==> config.mk <==
export PLATFORM = sky130hd
export DESIGN_NAME = pipeline_hazard_ctrl_flat
export DESIGN_NICKNAME = d
export VERILOG_FILES = /design/src/rtl/pipeline_hazard_ctrl_if.sv /design/src/rtl/pipeline_hazard_ctrl.sv /design/src/flat_wrapper.sv
export SDC_FILE = /design/constraint.sdc
export NUM_CORES = 1
export LEC_CHECK = 0
export BUFFER_PORTS_ARGS = -buffer_cell sky130_fd_sc_hd__buf_4
export CAP_MARGIN = 5
export CORE_ASPECT_RATIO = 1.75
export CORE_MARGIN = 8
export CORE_UTILIZATION = 49
export DETAILED_ROUTE_END_ITERATION = 10
export HOLD_SLACK_MARGIN = 0.02
export PLACE_DENSITY = 0.85
export SKIP_CTS_REPAIR_TIMING = 1
export SYNTH_ARGS = -nofsm -noshare
export SYNTH_HDL_FRONTEND = slang
export SYNTH_SLANG_ARGS = --single-unit
==> constraint.sdc <==
create_clock -name clock -period 4.04 [get_ports clock]
set_clock_uncertainty 0.05 [all_clocks]
set_input_delay 0.808 -clock clock [delete_from_list [all_inputs] [get_ports clock]]
set_output_delay 0.808 -clock clock [all_outputs]
set_load 0.01 [all_outputs]
==> src/rtl/pipeline_hazard_ctrl_if.sv <==
// Pipeline-side view of the hazard controller: stage opcode/dest fields in, register controls out.
// FORWARD_EN adds the MEM/WB producer fields and the operand forwarding selects.
interface pipeline_hazard_ctrl_if #(
  parameter int REG_W = 3
);
  logic [3:0]       id_opcode;
  logic [REG_W-1:0] id_rs;
  logic [REG_W-1:0] id_rt;
  logic [3:0]       idex_opcode;
  logic [REG_W-1:0] idex_rd;
  logic [3:0]       exmem_opcode;
  logic [REG_W-1:0] exmem_rd;
  logic             exmem_zero;
  logic             mem_wait;
  logic             pc_write;
  logic             ifid_write;
  logic             ifid_flush;
  logic             idex_bubble;
  logic             exmem_write;
  logic             pc_redirect;
  logic             tmo_err;
  logic [15:0]      stall_cnt;
  logic [15:0]      flush_cnt;
`ifdef FORWARD_EN
  logic [3:0]       memwb_opcode;
  logic [REG_W-1:0] memwb_rd;
  logic [1:0]       fwd_a_sel;
  logic [1:0]       fwd_b_sel;
`endif

  modport master (
    output id_opcode, id_rs, id_rt, idex_opcode, idex_rd,
           exmem_opcode, exmem_rd, exmem_zero, mem_wait,
`ifdef FORWARD_EN
    output memwb_opcode, memwb_rd,
    input  fwd_a_sel, fwd_b_sel,
`endif
    input  pc_write, ifid_write, ifid_flush, idex_bubble,
           exmem_write, pc_redirect, tmo_err, stall_cnt, flush_cnt
  );

  modport slave (
    input  id_opcode, id_rs, id_rt, idex_opcode, idex_rd,
           exmem_opcode, exmem_rd, exmem_zero, mem_wait,
`ifdef FORWARD_EN
    input  memwb_opcode, memwb_rd,
    output fwd_a_sel, fwd_b_sel,
`endif
    output pc_write, ifid_write, ifid_flush, idex_bubble,
           exmem_write, pc_redirect, tmo_err, stall_cnt, flush_cnt
  );
endinterface

==> src/rtl/pipeline_hazard_ctrl.sv <==
// Stall/flush sequencer for the 5-stage pipeline: RAW stalls, branch/jump redirect, mem-wait freeze.
// Optional macro FORWARD_EN: operand forwarding selects, only load-use stalls remain.
module pipeline_hazard_ctrl #(
  parameter int          REG_W   = 3,
  parameter logic [3:0]  OP_LOAD = 4'h8,
  parameter logic [3:0]  OP_BEQ  = 4'hA,
  parameter logic [3:0]  OP_JUMP = 4'hB,
  parameter logic [15:0] WB_MASK = 16'h01FF,
  parameter int          MEM_TMO = 255
) (
  input logic                   clock,
  input logic                   reset,
  pipeline_hazard_ctrl_if.slave hif
);

  localparam int WAIT_W = $clog2(MEM_TMO + 1);
  localparam logic [WAIT_W-1:0] TMO_LIMIT = WAIT_W'(MEM_TMO);

  typedef enum logic [1:0] {RUN, HOLD, FLUSH} stateT;

  stateT             state;
  logic [WAIT_W-1:0] waitCnt;
  logic [15:0]       stallCnt;
  logic [15:0]       flushCnt;
  logic              tmoErr;

  logic redirectReq;
  logic rawHazard;
  logic evalRun;
  logic doRedirect;
  logic doStall;

  // Opcode 0 is the NOP that bubbles and flushes insert, so it never produces a value.
  function automatic logic isWriter(input logic [3:0] op, input logic [REG_W-1:0] rd);
    return WB_MASK[op] && (op != 4'h0) && (rd != '0);
  endfunction

  function automatic logic readsReg(input logic [REG_W-1:0] rd);
    return (hif.id_rs == rd) || (hif.id_rt == rd);
  endfunction

`ifdef FORWARD_EN
  function automatic logic [1:0] fwdSel(input logic [REG_W-1:0] src);
    logic [1:0] sel;
    sel = 2'd0;
    if (isWriter(hif.exmem_opcode, hif.exmem_rd) && hif.exmem_rd == src)
      sel = 2'd1;
    else if (isWriter(hif.memwb_opcode, hif.memwb_rd) && hif.memwb_rd == src)
      sel = 2'd2;
    return sel;
  endfunction

  assign hif.fwd_a_sel = fwdSel(hif.id_rs);
  assign hif.fwd_b_sel = fwdSel(hif.id_rt);
  assign rawHazard = isWriter(hif.idex_opcode, hif.idex_rd) &&
                     (hif.idex_opcode == OP_LOAD) && readsReg(hif.idex_rd);
`else
  assign rawHazard = (isWriter(hif.idex_opcode, hif.idex_rd) && readsReg(hif.idex_rd)) ||
                     (isWriter(hif.exmem_opcode, hif.exmem_rd) && readsReg(hif.exmem_rd));
`endif

  assign redirectReq = ((hif.exmem_opcode == OP_BEQ) && hif.exmem_zero) ||
                       (hif.exmem_opcode == OP_JUMP);
  // The HOLD release cycle is judged like RUN; FLUSH ignores both since its stages hold NOPs.
  assign evalRun    = (state != FLUSH) && !hif.mem_wait;
  assign doRedirect = evalRun && redirectReq;
  assign doStall    = evalRun && !redirectReq && rawHazard;

  always_comb begin
    hif.pc_write    = 1'b1;
    hif.ifid_write  = 1'b1;
    hif.exmem_write = 1'b1;
    hif.ifid_flush  = 1'b0;
    hif.idex_bubble = 1'b0;
    hif.pc_redirect = 1'b0;
    if (reset) begin
      hif.pc_write    = 1'b0;
      hif.ifid_write  = 1'b0;
      hif.exmem_write = 1'b0;
      hif.ifid_flush  = 1'b1;
      hif.idex_bubble = 1'b1;
    end else if (hif.mem_wait) begin
      hif.pc_write    = 1'b0;
      hif.ifid_write  = 1'b0;
      hif.exmem_write = 1'b0;
    end else if (doRedirect) begin
      hif.pc_redirect = 1'b1;
      hif.ifid_flush  = 1'b1;
      hif.idex_bubble = 1'b1;
    end else if (doStall) begin
      hif.pc_write    = 1'b0;
      hif.ifid_write  = 1'b0;
      hif.idex_bubble = 1'b1;
    end
  end

  // The entry freeze cycle counts as the first mem-wait cycle toward the timeout.
  always_ff @(posedge clock or posedge reset) begin
    if (reset) begin
      state    <= RUN;
      waitCnt  <= '0;
      stallCnt <= '0;
      flushCnt <= '0;
      tmoErr   <= 1'b0;
    end else if (hif.mem_wait) begin
      state <= HOLD;
      if (waitCnt != TMO_LIMIT) begin
        waitCnt <= waitCnt + 1'b1;
        if (waitCnt + 1'b1 == TMO_LIMIT)
          tmoErr <= 1'b1;
      end
    end else begin
      waitCnt <= '0;
      if (doRedirect) begin
        state <= FLUSH;
        if (flushCnt != 16'hFFFF)
          flushCnt <= flushCnt + 16'd1;
      end else begin
        state <= RUN;
        if (doStall && stallCnt != 16'hFFFF)
          stallCnt <= stallCnt + 16'd1;
      end
    end
  end

  assign hif.stall_cnt = stallCnt;
  assign hif.flush_cnt = flushCnt;
  assign hif.tmo_err   = tmoErr;

endmodule

==> src/flat_wrapper.sv <==
// flat-port wrapper written by rule: the top's interface ports become plain ports
module pipeline_hazard_ctrl_flat 
#(
  parameter int          REG_W   = 3,
  parameter logic [3:0]  OP_LOAD = 4'h8,
  parameter logic [3:0]  OP_BEQ  = 4'hA,
  parameter logic [3:0]  OP_JUMP = 4'hB,
  parameter logic [15:0] WB_MASK = 16'h01FF,
  parameter int          MEM_TMO = 255
)
  (clock, reset, hif_id_opcode, hif_id_rs, hif_id_rt, hif_idex_opcode, hif_idex_rd, hif_exmem_opcode, hif_exmem_rd, hif_exmem_zero, hif_mem_wait, hif_pc_write, hif_ifid_write, hif_ifid_flush, hif_idex_bubble, hif_exmem_write, hif_pc_redirect, hif_tmo_err, hif_stall_cnt, hif_flush_cnt);
  pipeline_hazard_ctrl_if #(.REG_W(REG_W)) hif_i ();
  input logic clock;
  input logic reset;
  input wire logic [$bits(hif_i.id_opcode)-1:0] hif_id_opcode;
  input wire logic [$bits(hif_i.id_rs)-1:0] hif_id_rs;
  input wire logic [$bits(hif_i.id_rt)-1:0] hif_id_rt;
  input wire logic [$bits(hif_i.idex_opcode)-1:0] hif_idex_opcode;
  input wire logic [$bits(hif_i.idex_rd)-1:0] hif_idex_rd;
  input wire logic [$bits(hif_i.exmem_opcode)-1:0] hif_exmem_opcode;
  input wire logic [$bits(hif_i.exmem_rd)-1:0] hif_exmem_rd;
  input wire logic [$bits(hif_i.exmem_zero)-1:0] hif_exmem_zero;
  input wire logic [$bits(hif_i.mem_wait)-1:0] hif_mem_wait;
  output wire logic [$bits(hif_i.pc_write)-1:0] hif_pc_write;
  output wire logic [$bits(hif_i.ifid_write)-1:0] hif_ifid_write;
  output wire logic [$bits(hif_i.ifid_flush)-1:0] hif_ifid_flush;
  output wire logic [$bits(hif_i.idex_bubble)-1:0] hif_idex_bubble;
  output wire logic [$bits(hif_i.exmem_write)-1:0] hif_exmem_write;
  output wire logic [$bits(hif_i.pc_redirect)-1:0] hif_pc_redirect;
  output wire logic [$bits(hif_i.tmo_err)-1:0] hif_tmo_err;
  output wire logic [$bits(hif_i.stall_cnt)-1:0] hif_stall_cnt;
  output wire logic [$bits(hif_i.flush_cnt)-1:0] hif_flush_cnt;
  assign hif_i.id_opcode = hif_id_opcode;
  assign hif_i.id_rs = hif_id_rs;
  assign hif_i.id_rt = hif_id_rt;
  assign hif_i.idex_opcode = hif_idex_opcode;
  assign hif_i.idex_rd = hif_idex_rd;
  assign hif_i.exmem_opcode = hif_exmem_opcode;
  assign hif_i.exmem_rd = hif_exmem_rd;
  assign hif_i.exmem_zero = hif_exmem_zero;
  assign hif_i.mem_wait = hif_mem_wait;
  assign hif_pc_write = hif_i.pc_write;
  assign hif_ifid_write = hif_i.ifid_write;
  assign hif_ifid_flush = hif_i.ifid_flush;
  assign hif_idex_bubble = hif_i.idex_bubble;
  assign hif_exmem_write = hif_i.exmem_write;
  assign hif_pc_redirect = hif_i.pc_redirect;
  assign hif_tmo_err = hif_i.tmo_err;
  assign hif_stall_cnt = hif_i.stall_cnt;
  assign hif_flush_cnt = hif_i.flush_cnt;
  pipeline_hazard_ctrl #(.REG_W(REG_W), .OP_LOAD(OP_LOAD), .OP_BEQ(OP_BEQ), .OP_JUMP(OP_JUMP), .WB_MASK(WB_MASK), .MEM_TMO(MEM_TMO)) u_core (.clock(clock), .reset(reset), .hif(hif_i));
endmodule
=== After elaboration in Yosys (flattened, before gate mapping) ===
Memories as Yosys holds them, arrays and structs flattened.
Index checks and enable logic that the tools add are counted.
Widths: inputs -> output; s select.

* Register bits after elaboration: 43
* ROM bits: 32
* Bits of input ports: 28
* Output and inout bits: 39
* Memories kept: 2

{| class="wikitable"
|+ Memory list
! name !! depth !! bits a word !! rd ports !! clocked after Yosys merged registers in !! wr ports !! line !! text
|-
| (no name shown) || 16 || 1 || 1 || 0 || 0 || pipeline_hazard_ctrl.sv:35 || <nowiki>return WB_MASK[op] && (op != 4'h0) && (rd != '0);</nowiki>
|-
| (no name shown) || 16 || 1 || 1 || 0 || 0 || pipeline_hazard_ctrl.sv:35 ||
|}

* $add $sub $neg: 3
* Order comparisons: 2
* Equal/unequal tests: 12
* Multiplexer cells: 20
* Bitwise operators: 2
* Reduce and logical (&&, ||, !) cells: 25

{| class="wikitable"
|+ Operators by type and width
! kind !! number
|-
| $add 16x1->16 const B || 2
|-
| $ne 16x16->1 const B || 2
|-
| $mux 1 || 16
|-
| $mux 8 || 2
|-
| $eq 3x3->1 || 4
|-
| $logic_and 1x1->1 || 12
|-
| $lt 4x5->1 const B || 2
|-
| $reduce_and 3->1 || 3
|-
| $add 8x1->8 const B || 1
|-
| $eq 4x4->1 const B || 2
|-
| $eq 8x8->1 const B || 1
|-
| $ne 8x8->1 const B || 1
|-
| $reduce_bool 4->1 || 2
|-
| $reduce_bool 3->1 || 2
|-
| $logic_or 1x1->1 || 4
|-
| $mux 2 || 2
|-
| $logic_not 1->1 || 2
|-
| $ne 2x1->1 const B || 1
|-
| $ne 2x2->1 const B || 1
|-
| $not 1->1 || 2
|}

=== Longest topological paths before layout ===
Gate-level depths: netlist of run 1.

* Depth in word-level cells: 11
* Depth in mapped cells: 8
* Mapped depth without buffers: 6

=== Least setup slack after synthesis of run 1 ===
No wires, ideal clock.

* Path kind: input to output
* Start point: input port reset
* End point: output port hif_idex_bubble
* Arrival time: 2,572 ps
* Data required time: 3,182 ps
* Slack: 610 ps
* Stages: 3
* Path buffers: 0
* Path through: inv_1 > o21ai_0 > or2_2

* Cells in the longest elaborated chain, start to end: 1

{| class="wikitable"
|+ RTL lines
! element !! line !! text
|-
| start, declared || flat_wrapper.sv:14 || <nowiki>input logic reset;</nowiki>
|-
| $mux 1 || pipeline_hazard_ctrl.sv:76 || <nowiki>if (reset) begin</nowiki>
|-
| end, declared || flat_wrapper.sv:27 || <nowiki>output wire logic [$bits(hif_i.idex_bubble)-1:0] hif_idex_bubble;</nowiki>
|}

Every way passes these cells.

=== Worst setup path after layout of run 1 ===
* Start point: input port hif_idex_rd[1]
* End point: output port hif_ifid_write

* Cells in the longest elaborated chain, start to end: 9
* Elaborated cells between the ends (all ways): 12
* Classes of those cells: eq/ne: 2; mux: 4; reduce/logical: 6

{| class="wikitable"
|+ RTL lines
! element !! line !! text
|-
| start, declared || flat_wrapper.sv:19 || <nowiki>input wire logic [$bits(hif_i.idex_rd)-1:0] hif_idex_rd;</nowiki>
|-
| $eq 3x3->1 or $reduce_bool 3->1 (tied branches) || pipeline_hazard_ctrl.sv:39, pipeline_hazard_ctrl.sv:35 ||
|-
| $logic_or 1x1->1 or $logic_and 1x1->1 (tied branches) || pipeline_hazard_ctrl.sv:39, pipeline_hazard_ctrl.sv:35 ||
|-
| $logic_and 1x1->1 * || pipeline_hazard_ctrl.sv:58 || <nowiki>assign rawHazard = (isWriter(hif.idex_opcode, hif.idex_rd) && readsReg(hif.idex_rd)) ||</nowiki>
|-
| $logic_or 1x1->1 * || pipeline_hazard_ctrl.sv:58 ||
|-
| $logic_and 1x1->1 * || pipeline_hazard_ctrl.sv:67 || <nowiki>assign doStall = evalRun && !redirectReq && rawHazard;</nowiki>
|-
| $mux 1 * || pipeline_hazard_ctrl.sv:90 || <nowiki>end else if (doStall) begin</nowiki>
|-
| $mux 1 * || pipeline_hazard_ctrl.sv:86 || <nowiki>end else if (doRedirect) begin</nowiki>
|-
| $mux 1 * || pipeline_hazard_ctrl.sv:82 || <nowiki>end else if (hif.mem_wait) begin</nowiki>
|-
| $mux 1 * || pipeline_hazard_ctrl.sv:76 ||
|-
| end, declared || flat_wrapper.sv:25 || <nowiki>output wire logic [$bits(hif_i.ifid_write)-1:0] hif_ifid_write;</nowiki>
|}

Mark *: on every way between the ends. The rest lies on a longest branch, timed or not.

==> impl_metrics.toml, run 1 <==
[run_status]
status = "completed"

[place]
gp_congestion = 0.790
dpl.cell_count = 344
hpwl_um = 4210
io_buffer_count = 62
pre_cts_ws_ps = 503

[floorplan]
die_x_um = 68.7
num_rows = 33
dieHeight_um = 108
ioPinCount = 67
start_util_pct = 51.0
core-area_um2 = 4670
die_area_um2 = 7430

[logic_synthesis]
syn_inst = 236
synth.distinct_cells = 41
synth-edff-count = 0
synth-seq-area-share_pct = 45.2
ys_ff_latch = 43
async_flop_share_pct = 100
synth.avg_cell_area_um2 = 10.1
syn_area_um2 = 2380
yosys_warnings = 0
synth_fp_nets = 268
synthFlopType = "dfrtp_1"

[sta]
relSlewSlack_pct = 42.9
tns_ps = 0
timing.final.max_slew_violations = 0
setup_viol_count_final = 0
tightest_slew_ps = 853
rsz0062_at_grt = "false"
period_minus_slack_ps = 3530
hold_viol = 0
max_freq_ghz = 0.283
fin_crit_sh_pct = 87.3
fin_ws_ps = 512

[clock_network]
cts.htree.levels = 2
clock_path_buffers = 2
clkLatencyLatePin_ps = 300
clock-sinks = 43
clk_pin_slew_ps = 80
cts_tree = "yes"
cts_buffers = 5
cts-root-buf = "clkbuf_8"

[global_routing]
grt_util_met1_pct = 14.7
met2_usage_pct = 29.0
grt_pass1_wl_um = 8900
first_global_vias = 2044
grt_antenna_before_repair = 0
grt_max_degree = 44
top_usage_layer = "met2"
gr-total-overflow = 0
track_usage_pct = 15.3
gr-usage-met3_pct = 3.42

[worst_setup_path]
cp_max_fo = 17
arrival_ps = 2670
worstSetupEndpointType = "output port"
required_ps = 3180
path_class = "in2out"
worstSetupStartpointType = "primary input"

[hold_path]
min_path_type = "reg2reg"

[routing]
wl_per_cell_um = 15.3
drtIter0Drc = 105
wl_um = 5400
drc = 0
ant_nets = 0
first_pass_iters = 4
viasPerCell = 5.51
vias = 1938

[power_and_ir_drop]
cellLeakagePower_nw = 1.35
power_density_nw_per_um2 = 329
max-vdd-ir-drop_v = 0.000346
finalPower_mw = 0.972

[flow_run]
maxCapViolations = 0

[cells_and_area]
diodes = 0
fin_cells = 352
area_growth_syn_to_layout_pct = 24.3
final_cell_mix = "buf_4 (63), dfrtp_1 (43), xnor2_1 (37)"
drive_gt1_share_pct = 27.7
layout.nets = 331
final_common_cell = "buf_4"
area by class of cell:
class | instances | area (um^2)
fillers | 379 | 1710
multi-input cells | 177 | 1230
flip-flops and latches | 43 | 1080
repair buffers | 63 | 473
clock buffers | 6 | 72.6
well taps | 52 | 65.1
inverters | 9 | 33.8
clock inverters | 2 | 12.5
registers in the layout, indices dropped and copies added (netlist names):
signal,flops
u_core.waitCnt,8
u_core.hif.flush_cnt,16
u_core.state,2
u_core.hif.stall_cnt,16
u_core.hif.tmo_err,1
worst paths after layout:
| check | cells past startpoint | end | startpoint | slack, ps |
|---|---|---|---|---|
| max | 7 | hif_ifid_write | hif_idex_rd[1] | 510 |
| min reg2reg | 1 | u_core.hif.tmo_err | u_core.hif.tmo_err | 430 |
| min | 1 | u_core.hif.tmo_err | u_core.hif.tmo_err | 430 |
| max reg2reg | 6 | u_core.hif.stall_cnt[1] | u_core.hif.stall_cnt[4] | 1690 |
| min in group asynchronous | 3 | u_core.hif.flush_cnt[2] | reset | 630 |
| max in group asynchronous | 3 | u_core.hif.flush_cnt[5] | reset | 2940 |
metal layers:
layer	up-vias	part of all wire [%]
li1	951	-
met1	927	36
met2	49	56
met3	11	5.2
met4	0	2.5
met5	-	0
synthesized netlist by cell type, types with 4 or more instances:
library cell / number / share of area (%)
nand3_1: 18 / 3.8
a21oi_1: 8 / 1.7
nand2_1: 16 / 2.5
clkbuf_1: 4 / 0.63
ha_1: 4 / 2.1
and2_1: 4 / 1.1
and3_1: 6 / 1.6
or2_2: 4 / 1.1
dfrtp_1: 43 / 45
nor2_1: 14 / 2.2
xor2_1: 9 / 3.3
nor3_1: 12 / 2.5
inv_1: 9 / 1.4
xnor2_1: 37 / 14
nand4_1: 12 / 3.2
worst max-delay path, cell delays in order:
cell and delay [ps]:
buf_4 130, xor2_1 160, nor3_1 200, a31oi_1 90
o41ai_4 820, a21boi_0 250, buf_4 220
power breakdown:
part / internal (mW) / switching, mW / total, mW / leakage [nW]
sequential: 0.464 / 0.0433 / 0.508 / 0.576
combinational: 0.106 / 0.0915 / 0.198 / 0.729
clock: 0.121 / 0.146 / 0.267 / 0.0412
stage by stage:
stage	cell area, um^2	hold slack (ps)	util, %
6_report	2960	434	63.4
5_1_grt	2960	474	63.4
4_1_cts	2960	438	63.4
3_5_place_dp	2870	420	61.6
3_3_place_gp	2870	408	61.6
2_1_floorplan	2380	450	-
kinds of logic (layout without fill, tap and decap cells):
logic type,count (synthesis),after routing,synth area share [%]
adder cells (fa/ha/maj),4,4,2.10
XOR/XNOR,46,46,16.9
AO/OA/AOI/OAI,22,22,7.15
buffers and inverters,16,80,3.31
flip-flops,43,43,45.2
multiplexers,3,3,1.42
AND/OR/NAND/NOR,102,102,23.9
Power figures use the tool's default switching activity.
==> inputs of run 2 (changes only) <==
Settings changed: CORE_UTILIZATION 49 to 56, PLACE_DENSITY 0.85 to 0.94.
==> run 2 against run 1 <==
Cell area increased by 0.97%; global-route usage increased by 2.8 points; die area decreased by 10%; sequential cell count unchanged; via count increased by 3.9%; sequential power about the same; sequential share of layout area decreased by 0.35 points; cell count decreased by 0.85%; clock power increased by 30%; critical path depth unchanged; highest routed layer unchanged.
==> impl_metrics.toml, run 2 (synthesis gave the netlist of run 1 again) <==
[clock_network]
clock-sinks = 43
cts.htree.levels = 2
cts_tree = "yes"
clkLatencyLatePin_ps = 300
cts-root-buf = "clkbuf_8"
cts_buffers = 5
clock_path_buffers = 2
clk_pin_slew_ps = 90

[routing]
wl_per_cell_um = 16.6
first_pass_iters = 4
wl_um = 5790
viasPerCell = 5.77
ant_nets = 0
drc = 0
vias = 2014
drtIter0Drc = 128

[cells_and_area]
seq_area_um2 = 1080
layout.nets = 331
multiInputGateArea_um2 = 1230
final_common_cell = "buf_4"
final_cell_area_um2 = 2990
drive_gt1_share_pct = 28.0
diodes = 0
postLayoutCoreUtil_pct = 72.7
final_cell_mix = "buf_4 (63), dfrtp_1 (43), xnor2_1 (37)"
fin_cells = 349
fill_cells = 317
area_growth_syn_to_layout_pct = 25.5

[worst_setup_path]
r2r_slack_ps = 1640
arrival_ps = 2750
path_class = "in2out"
ff2ff_path_depth = 6
max_stage_delay_ps = 840
required_ps = 3180
worstSetupStartpointType = "primary input"
worstPathCellList = "buf_4 -> xor2_1 -> nor3_1 -> a31oi_1 -> o41ai_4 -> a21boi_0 -> buf_4"
worstSetupEndpointType = "output port"
cp_max_fo = 17
critPathMostFrequentCell = "buf_4"
crit_path_top_delay_cell = "o41ai_4"

[sta]
setup_viol_count_final = 0
timing.final.max_slew_violations = 0
max_freq_ghz = 0.277
rsz0062_at_grt = "false"
tightest_slew_ps = 877
relSlewSlack_pct = 41.3
fin_ws_ps = 429
period_minus_slack_ps = 3610
hold_viol = 0
tns_ps = 0
whs_ps = 431
fin_crit_sh_pct = 89.4

[place]
io_buffer_count = 62
pre_cts_ws_ps = 449
dpl.cell_count = 341
gp_congestion = 0.776
hpwl_um = 4510
dpl-instance-area_um2 = 2870

[floorplan]
start_util_pct = 57.9
num_rows = 31
core-area_um2 = 4110
die_area_um2 = 6680
ioPinCount = 67
dieHeight_um = 102
die_x_um = 65.3

[global_routing]
track_usage_pct = 18.1
grt_antenna_before_repair = 0
grt_pass1_wl_um = 9580
gr-total-overflow = 0
grt_max_degree = 44
first_global_vias = 2199

[power_and_ir_drop]
finalPower_mw = 1.06
cellLeakagePower_nw = 1.37
max-vdd-ir-drop_v = 0.000361
power_density_nw_per_um2 = 355

[run_status]
status = "completed"

[hold_path]
min_path_type = "reg2reg"
hold_depth = 1

[flow_run]
maxCapViolations = 0
run 2: final cells by class:
cell class              count  share of cell area, %
multi-input cells         177                   41.0
inverters                   9                   1.13
clock buffers               6                   2.76
flip-flops and latches     43                   36.0
repair buffers             63                   15.8
well taps                  49                   2.05
clock inverters             2                   1.17
run 2: critical path: cells and delay by family:
family | cells | cell delay, ps
buffers and inverters | 2 | 360
AOI/OAI and AO/OA | 3 | 1220
and+or+nand+nor | 1 | 210
xor gates and xnor gates | 1 | 150
run 2: power by group:
| part | internal (mW) | total, mW | switching, mW |
|---|---|---|---|
| registers | 0.464 | 0.509 | 0.0444 |
| clock network | 0.200 | 0.347 | 0.147 |
| logic | 0.107 | 0.204 | 0.0967 |
run 2: final timing paths:
kind | from | end
worst min-delay path | u_core.hif.tmo_err | u_core.hif.tmo_err
min in group asynchronous | reset | u_core.hif.flush_cnt[0]
worst max register to register | u_core.hif.stall_cnt[4] | u_core.hif.stall_cnt[1]
worst max-delay path | hif_idex_rd[1] | hif_ifid_write
worst min register to register | u_core.hif.tmo_err | u_core.hif.tmo_err
max in group asynchronous | reset | u_core.waitCnt[4]
run 2: metal layers:
| layer | track usage [%] | vias to the layer above | part of all wire, % |
|---|---|---|---|
| met3 | 4.39 | 17 | 4.4 |
| met4 | 8.95 | 0 | 2.7 |
| met5 | 0 | - | 0 |
| met2 | 36.0 | 61 | 59 |
| met1 | 15.7 | 987 | 34 |
| li1 | - | 949 | - |
